File: config.mk
export PLATFORM = sky130hd
export DESIGN_NAME = reg_file_8x8
export DESIGN_NICKNAME = d
export VERILOG_FILES = /design/src/rtl/reg_file_8x8.sv
export SDC_FILE = /design/constraint.sdc
export NUM_CORES = 1
export LEC_CHECK = 0
export ABC_AREA = 1
export BUFFER_PORTS_ARGS = -buffer_cell sky130_fd_sc_hd__clkbuf_2
export CORE_UTILIZATION = 30
export CTS_CLUSTER_DIAMETER = 100
export CTS_CLUSTER_SIZE = 24
export DETAILED_ROUTE_END_ITERATION = 6
export GPL_TIMING_DRIVEN = 0
export PLACE_DENSITY_LB_ADDON = 0.2
export SLEW_MARGIN = 0
export SYNTH_ARGS = -nofsm -noshare
export SYNTH_HDL_FRONTEND = slang
export SYNTH_SLANG_ARGS = --single-unit
export TNS_END_PERCENT = 1
File: constraint.sdc
create_clock -name CLK -period 3.9 [get_ports CLK]
set_input_delay 1.17 -clock CLK [delete_from_list [all_inputs] [get_ports CLK]]
set_output_delay 1.17 -clock CLK [all_outputs]
set_load 0.005 [all_outputs]
File: src/rtl/reg_file_8x8.sv
// reg_file_8x8 -- eight-entry, DATA_W-bit register file with per-entry valid
// flags and a saturating write counter. Operand source / result sink for the
// single-cycle ALU.
//
// Ports:
//   CLK          clock, all state updates on the rising edge
//   RESET_N      asynchronous active-low reset (clears data, valid, count)
//   IN           write data (ALU result)
//   INADDRESS    write address
//   WRITE        write enable, sampled on the rising edge
//   OUT1ADDRESS  read address, port 1 (operand A)
//   OUT2ADDRESS  read address, port 2 (operand B)
//   OUT1/OUT2    combinational read data
//   OUT1VALID/OUT2VALID  addressed entry written since reset
//   WRCOUNT      accepted writes since reset, saturating at 255
//
// Build option:
//   REGFILE_BYPASS_EN  when defined, a read of the address being written in
//                      the current cycle returns IN (and valid = 1) before
//                      the edge. Undefined: reads show stored state only.

module reg_file_8x8 #(
    parameter int DATA_W = 8,
    parameter int ADDR_W = 3
) (
    input  logic              CLK,
    input  logic              RESET_N,
    input  logic [DATA_W-1:0] IN,
    input  logic [ADDR_W-1:0] INADDRESS,
    input  logic              WRITE,
    input  logic [ADDR_W-1:0] OUT1ADDRESS,
    input  logic [ADDR_W-1:0] OUT2ADDRESS,
    output logic [DATA_W-1:0] OUT1,
    output logic [DATA_W-1:0] OUT2,
    output logic              OUT1VALID,
    output logic              OUT2VALID,
    output logic [7:0]        WRCOUNT
);

    localparam int DEPTH = 1 << ADDR_W;

    logic [DEPTH-1:0][DATA_W-1:0] regs;
    logic [DEPTH-1:0]             vld;
    logic [7:0]                   wrcount;

    // X/Z on WRITE evaluates false here, so it never commits a write.
    always_ff @(posedge CLK or negedge RESET_N) begin
        if (!RESET_N) begin
            regs    <= '0;
            vld     <= '0;
            wrcount <= '0;
        end else if (WRITE) begin
            regs[INADDRESS] <= IN;
            vld[INADDRESS]  <= 1'b1;
            if (wrcount != 8'hFF)
                wrcount <= wrcount + 8'd1;
        end
    end

    assign WRCOUNT = wrcount;

    always_comb begin
        OUT1      = regs[OUT1ADDRESS];
        OUT1VALID = vld[OUT1ADDRESS];
        OUT2      = regs[OUT2ADDRESS];
        OUT2VALID = vld[OUT2ADDRESS];
`ifdef REGFILE_BYPASS_EN
        // Forward pending write data; suppressed under reset so outputs
        // read as zero while RESET_N is held.
        if (RESET_N && WRITE && (OUT1ADDRESS == INADDRESS)) begin
            OUT1      = IN;
            OUT1VALID = 1'b1;
        end
        if (RESET_N && WRITE && (OUT2ADDRESS == INADDRESS)) begin
            OUT2      = IN;
            OUT2VALID = 1'b1;
        end
`endif
    end

endmodule

==> results.ini, run 1 <==
[flow_run]
cap_violations=0

[final_layout]
fin_area_sq_mm=0.00526
regArea_sq_mm=0.00200
fin_util_pct=36.0
fillCellCount=1551
antenna_cells=0
multiInputGateArea_sq_mm=0.00207
syn2layout_area_growth_pct=17.0
fin_nets=681
post_route_cells_drive_above_1_share_pct=15.2

[clock_tree]
cts_sinks=80
clk_pin_slew_ns=0.06
cts_setup_buffers=0
cts.path.max_buffers=2
cts_resized=0
hold_buffers=0
cts_tree=yes
cts_made_buffers=9
clk_latency_ns=0.35
htreeDepth=3
cts_root_buffer=clkbuf_16

[timing]
hold_viol_final=0
min_period_ns=3.71
report.final.slew_viol_count=0
setup_slack_ns=0.191
rsz0062_at_grt=no
fin_crit_sh_pct=95.1
relSlewSlack_pct=56.4
fin_setup_tns_ns=0
max_slew.worst_pin.slew_ns=0.653
setup_viol=0
max_freq_mhz=270
finClkSkew_ns=0.000504

[die]
dieWidth_um=124
start_util_pct=30.8
dieHeight_um=124
rows=44
floorplan.io_pins=46
die_area_sq_mm=0.0155
core_sq_mm=0.0146

[critical_path]
end_kind=primary output
worstSetupPathType=in2out
cp.required_ns=2.73
cp-start-kind=input pin
crit_path_max_fanout=10
cp_data_arrival_time_ns=2.54

[placement]
placed_cell_area_sq_mm=0.00494
dp_hpwl_mm=11.2
dp_slack_ns=0.222
port_buffers=39
place.gp.congestion=0.944

[synth]
ys_ff_latch=80
netlist_instances=609
syn-mean-instance-area_sq_um=7.38
synth_common_cells=nand2_1 (265), dfrtp_1 (80), o211ai_1 (72)
synth_top_area_share_pct=44.5
yosys.area.top_type=dfrtp_1
yosysMostFrequentCell=nand2_1
synth_nets=630
ys.flop_type=dfrtp_1
ys_types=23
async_flop_share_pct=100
synth_area_leaders=dfrtp_1 (45%), nand2_1 (22%), o211ai_1 (12%)
synth_warnings=0
synth_edf_count=0
synth_area_sq_mm=0.00450
synth_seq_area_share_pct=44.5

[drt]
avgRoutedWirePerCell_um=18.1
drc=0
firstDrtPassIters=6
vias=4349
drtAntennaViolNets=0
drt_wl_total_mm=15.4
drtIter0Drc=274
via_per_inst=5.12

[power_and_ir_drop]
cellPowerDensity_mw_per_mm2=489
leakage_nw=2.66
peakVddDrop_uv=199

[grt]
grt_pass1_wl_mm=24.4
gr-usage-all-layers_pct=20.7
grt_start_max_net_pins=46
overflow=0
antenna_found_initial=0
first_global_vias=4366

[worst_hold_path]
hold_path.class=reg2reg

[run_status]
outcome=finished, final reports clean

==> placed cells by master (no fill, tap or decap), types with 2 or more instances in the layout <==
cell and count:
dfrtp_1 80, nor2_1 12, clkbuf_1 6, clkbuf_16 9
o21ai_0 59, o211ai_1 72, clkbuf_8 2, nand3_1 3
clkinvlp_4 2, buf_6 4, o21ai_2 8, buf_2 18
inv_2 2, buf_4 4, inv_1 58, clkbuf_2 38
nand2_2 6, clkinv_1 4, nand2_1 265
==> worst max-delay path, stage by stage <==
cell and delay, ns:
buf_2 0.17, clkbuf_1 0.53, nand2_1 0.12, o211ai_1 0.14
nand2_1 0.13, nand2_1 0.09, nand2_1 0.08, clkbuf_2 0.11
==> metal layers <==
layer | part of all wire [%] | track usage [%] | up-vias
met1 | 45 | 27.8 | 2104
met5 | 0 | 0 | -
li1 | - | - | 2074
met2 | 47 | 32.9 | 144
met4 | 2.4 | 8.50 | 0
met3 | 5.4 | 3.82 | 27
==> per-stage QoR <==
step	hold WS (ns)	instances	total power [mW]
after floorplan	0.433	609	1.45
after global placement	0.448	832	1.66
after detailed placement	0.452	833	1.68
after CTS	0.470	849	2.59
after global routing	0.499	849	2.72
final	0.470	849	2.57
==> report_power, final <==
group / switching (mW) / leakage (nW) / internal, mW / total, mW
clock network: 0.364 / 0.148 / 0.534 / 0.898
logic: 0.357 / 1.54 / 0.212 / 0.569
registers: 0.124 / 0.970 / 0.980 / 1.10
==> area by class of cell <==
type	instances	area share (%)
buffer	32	3.57
clock buffer	11	4.81
clock inverter	5	1.19
inverter	64	4.57
multi-input combinational	433	39.3
sequential	80	38.1
tap	184	4.38
timing repair buffer	40	4.14
==> worst paths after layout <==
| kind | start | endpoint | slack (ns) | cells past startpoint |
|---|---|---|---|---|
| max in group asynchronous | RESET_N | regs[30] | 2.39 | 2 |
| hold / removal | vld[5] | vld[5] | 0.47 | 2 |
| hold reg to reg | vld[5] | vld[5] | 0.47 | 2 |
| setup / recovery | OUT1ADDRESS[0] | OUT1[3] | 0.19 | 8 |
| min in group asynchronous | RESET_N | WRCOUNT[4] | 0.86 | 1 |
| setup reg to reg | WRCOUNT[0] | WRCOUNT[4] | 2.29 | 8 |
==> registers in the layout, indices dropped and copies added, names as in the netlist <==
| signal | cells |
|---|---|
| WRCOUNT | 8 |
| regs | 64 |
| vld | 8 |
==> cell families (layout without fill, tap and decap cells) <==
group,after synthesis,in the layout,share of synthesized area (%)
fa+ha+maj,1,1,0.278
buf+inv,96,152,9.52
simple gates,290,290,25.0
compound gates,140,140,20.3
xor+xnor,2,2,0.390
flops,80,80,44.5
Note: power is estimated with default switching activity, not from simulation.
==> run 2, diff against run 1 <==
--- a/config.mk
+++ b/config.mk
@@ -7,7 +7,7 @@
 export LEC_CHECK = 0
 export ABC_AREA = 1
 export BUFFER_PORTS_ARGS = -buffer_cell sky130_fd_sc_hd__clkbuf_2
-export CORE_UTILIZATION = 30
+export CORE_UTILIZATION = 62
 export CTS_CLUSTER_DIAMETER = 100
 export CTS_CLUSTER_SIZE = 24
 export DETAILED_ROUTE_END_ITERATION = 6
==> run 2 against run 1 <==
Against the previous run: first-iteration DRC count increased by 110%; maximum frequency increased by 3.9%; non-clock buffer count unchanged; register-to-register slack improved by 0.04 ns; setup slack improved by 0.14 ns; final cell count decreased by 10%; die area decreased by 51%; critical path depth unchanged; count of clock-buffer cells in the layout decreased by 2; combinational power about the same; largest cell class unchanged.
==> results.ini, run 2 (same netlist as run 1, synthesis figures left out) <==
[clock_tree]
clk_pin_slew_ns=0.08  ; +0.02 ns
hold_buffers=0  ; unchanged
cts_sinks=80  ; unchanged
cts_root_buffer=clkbuf_8
cts.path.max_buffers=2  ; unchanged
cts_setup_buffers=0  ; unchanged
cts_resized=0  ; unchanged
clk_latency_ns=0.36  ; about the same
cts_made_buffers=9  ; unchanged
htreeDepth=3  ; unchanged
cts_tree=yes

[grt]
antenna_found_initial=0  ; unchanged
grt_pass1_wl_mm=21.3  ; -12%
first_global_vias=4114  ; -5.8%
grt_start_max_net_pins=63  ; +37%
overflow=0  ; unchanged
gr-usage-all-layers_pct=38.5  ; +18 points

[timing]
fin_crit_sh_pct=91.5  ; -3.6 points
setup_viol=0  ; unchanged
relSlewSlack_pct=65.0  ; +8.5 points
rsz0062_at_grt=no
max_freq_mhz=280  ; +3.9%
finClkSkew_ns=0.00392  ; +0.00341 ns
min_period_ns=3.57  ; -0.139 ns
max_slew.worst_pin.slew_ns=0.525  ; -0.128 ns
hold_viol_final=0  ; unchanged
hold_ws_ns=0.475  ; +0.00462 ns
report.final.slew_viol_count=0  ; unchanged
fin_setup_tns_ns=0  ; unchanged

[critical_path]
worst-r2r-setup-slack_ns=2.33  ; +0.04 ns
worstSetupPathType=in2out
rr_startpoint=WRCOUNT[0]
rr_endpoint=WRCOUNT[5]
cp-start-kind=input pin
cp.required_ns=2.73  ; about the same
rr_worst_depth=8  ; unchanged
end_kind=primary output
crit_path_max_fanout=10  ; unchanged
cp_data_arrival_time_ns=2.40  ; -0.14 ns

[power_and_ir_drop]
p_seq_share_pct=46.6  ; +3.7 points
peakVddDrop_uv=421  ; +110%
combPwrFrac_pct=24.1  ; +2.0 points
power.switching_mw=0.811  ; -4.0%
cellPowerDensity_mw_per_mm2=468  ; -4.3%
leakage_nw=2.62  ; -1.3%
internal_power_mw=1.56  ; -9.6%
swShare_pct=34.2  ; +1.3 points
pwr-share-clk_pct=29.3  ; -5.6 points

[worst_hold_path]
min-delay-start=vld[3]
hold_path.class=reg2reg
hold_end=vld[3]
worstHoldPathCells=2  ; unchanged

[die]
die_area_sq_mm=0.00760  ; -51%
dieHeight_um=87.2  ; -30%
core_sq_mm=0.00691  ; -53%
dieWidth_um=87.2  ; -30%
floorplan.io_pins=46  ; unchanged
rows=30  ; -32%
start_util_pct=65.1  ; +34 points

[final_layout]
antenna_cells=0  ; unchanged
syn2layout_area_growth_pct=12.7
post_route_cells_drive_above_1_share_pct=15.2  ; unchanged
fin_nets=681  ; unchanged
largest_register_ffs=64  ; unchanged
fin_area_sq_mm=0.00507  ; -3.6%
fin_util_pct=73.4  ; +37 points
regMostFlops=regs
layout_common_cells=nand2_1 (265), dfrtp_1 (80), o211ai_1 (72)
final_common_cell=nand2_1

[drt]
via_per_inst=5.83  ; +14%
firstDrtPassIters=5  ; -1
drc=0  ; unchanged
vias=4435  ; +2.0%
drtIter0Drc=588  ; +110%
drtAntennaViolNets=0  ; unchanged
avgRoutedWirePerCell_um=17.8  ; -2.1%
drt_wl_total_mm=13.5  ; -12%

[placement]
placed_cell_area_sq_mm=0.00484  ; -2.1%
dp_hpwl_mm=9.71  ; -13%
place.gp.congestion=1.00  ; +6.4%
port_buffers=39  ; unchanged

[flow_run]
cap_violations=0  ; unchanged

[run_status]
outcome=finished, final reports clean

run 2: cell count changes in the layout (fill, tap and decap cells not counted):
cell	before	now
clkinvlp_4	2	1
bufinv_16	1	2
buf_12	1	0
inv_6	1	3
clkbuf_8	2	9
buf_16	0	1
clkbuf_16	9	0
run 2: power by group through the flow:
stage	Combinational, mW	Sequential [mW]	Clock [mW]
after detailed placement	0.557	1.11	0
after floorplan	0.366	1.08	0
after global routing	0.646	1.12	0.731
final	0.570	1.11	0.695
after global placement	0.538	1.11	0
after CTS	0.562	1.10	0.698
run 2: per-layer routing:
| layer | share of wire (%) | vias to the layer above | GRT usage, % | wire length [um] |
|---|---|---|---|---|
| li1 | - | 2076 | - | - |
| met1 | 42 | 2059 | 52.2 | 5610 |
| met2 | 44 | 260 | 58.6 | 5980 |
| met3 | 11 | 40 | 9.86 | 1450 |
| met4 | 3.5 | 0 | 17.0 | 467 |
| met5 | 0 | - | 0 | 0 |
run 2: through the flow:
| step | power, mW | std cells | setup WS, ns |
|---|---|---|---|
| 2_1_floorplan | 1.45 | 609 | 0.799 |
| 3_3_place_gp | 1.64 | 744 | 0.388 |
| 3_5_place_dp | 1.67 | 745 | 0.393 |
| 4_1_cts | 2.36 | 761 | 0.373 |
| 5_1_grt | 2.50 | 761 | 0.229 |
| 6_report | 2.37 | 761 | 0.330 |
run 2: worst max path at each step:
| stage | cells after the start | end | from | slack (ns) |
|---|---|---|---|---|
| global placement | 7 | OUT1[6] | OUT1ADDRESS[0] | 0.39 |
| CTS | 8 | OUT2[6] | OUT2ADDRESS[1] | 0.37 |
| detailed placement | 8 | OUT2[4] | OUT2ADDRESS[1] | 0.39 |
| global route | 7 | OUT1[6] | OUT1ADDRESS[0] | 0.23 |
| finish | 8 | OUT2[6] | OUT2ADDRESS[1] | 0.33 |
| floorplan | 7 | OUT1[6] | OUT1ADDRESS[1] | 0.80 |
run 2: area by class of cell:
cell class                 instances  area [sq um]
buffer                            32           188
inverter                          64           240
tap                               96           120
clock buffer                       9           124
multi-input combinational        433          2070
fill                             577          1840
sequential                        80          2000
timing repair buffer              40           225
clock inverter                     7           103
run 2: worst max-delay path, cell delays in order:
cell and delay [ns]:
buf_4 0.15, clkinv_1 0.26, buf_2 0.30, o211ai_1 0.20
nand2_1 0.09, nand2_1 0.07, nand2_1 0.06, clkbuf_2 0.11
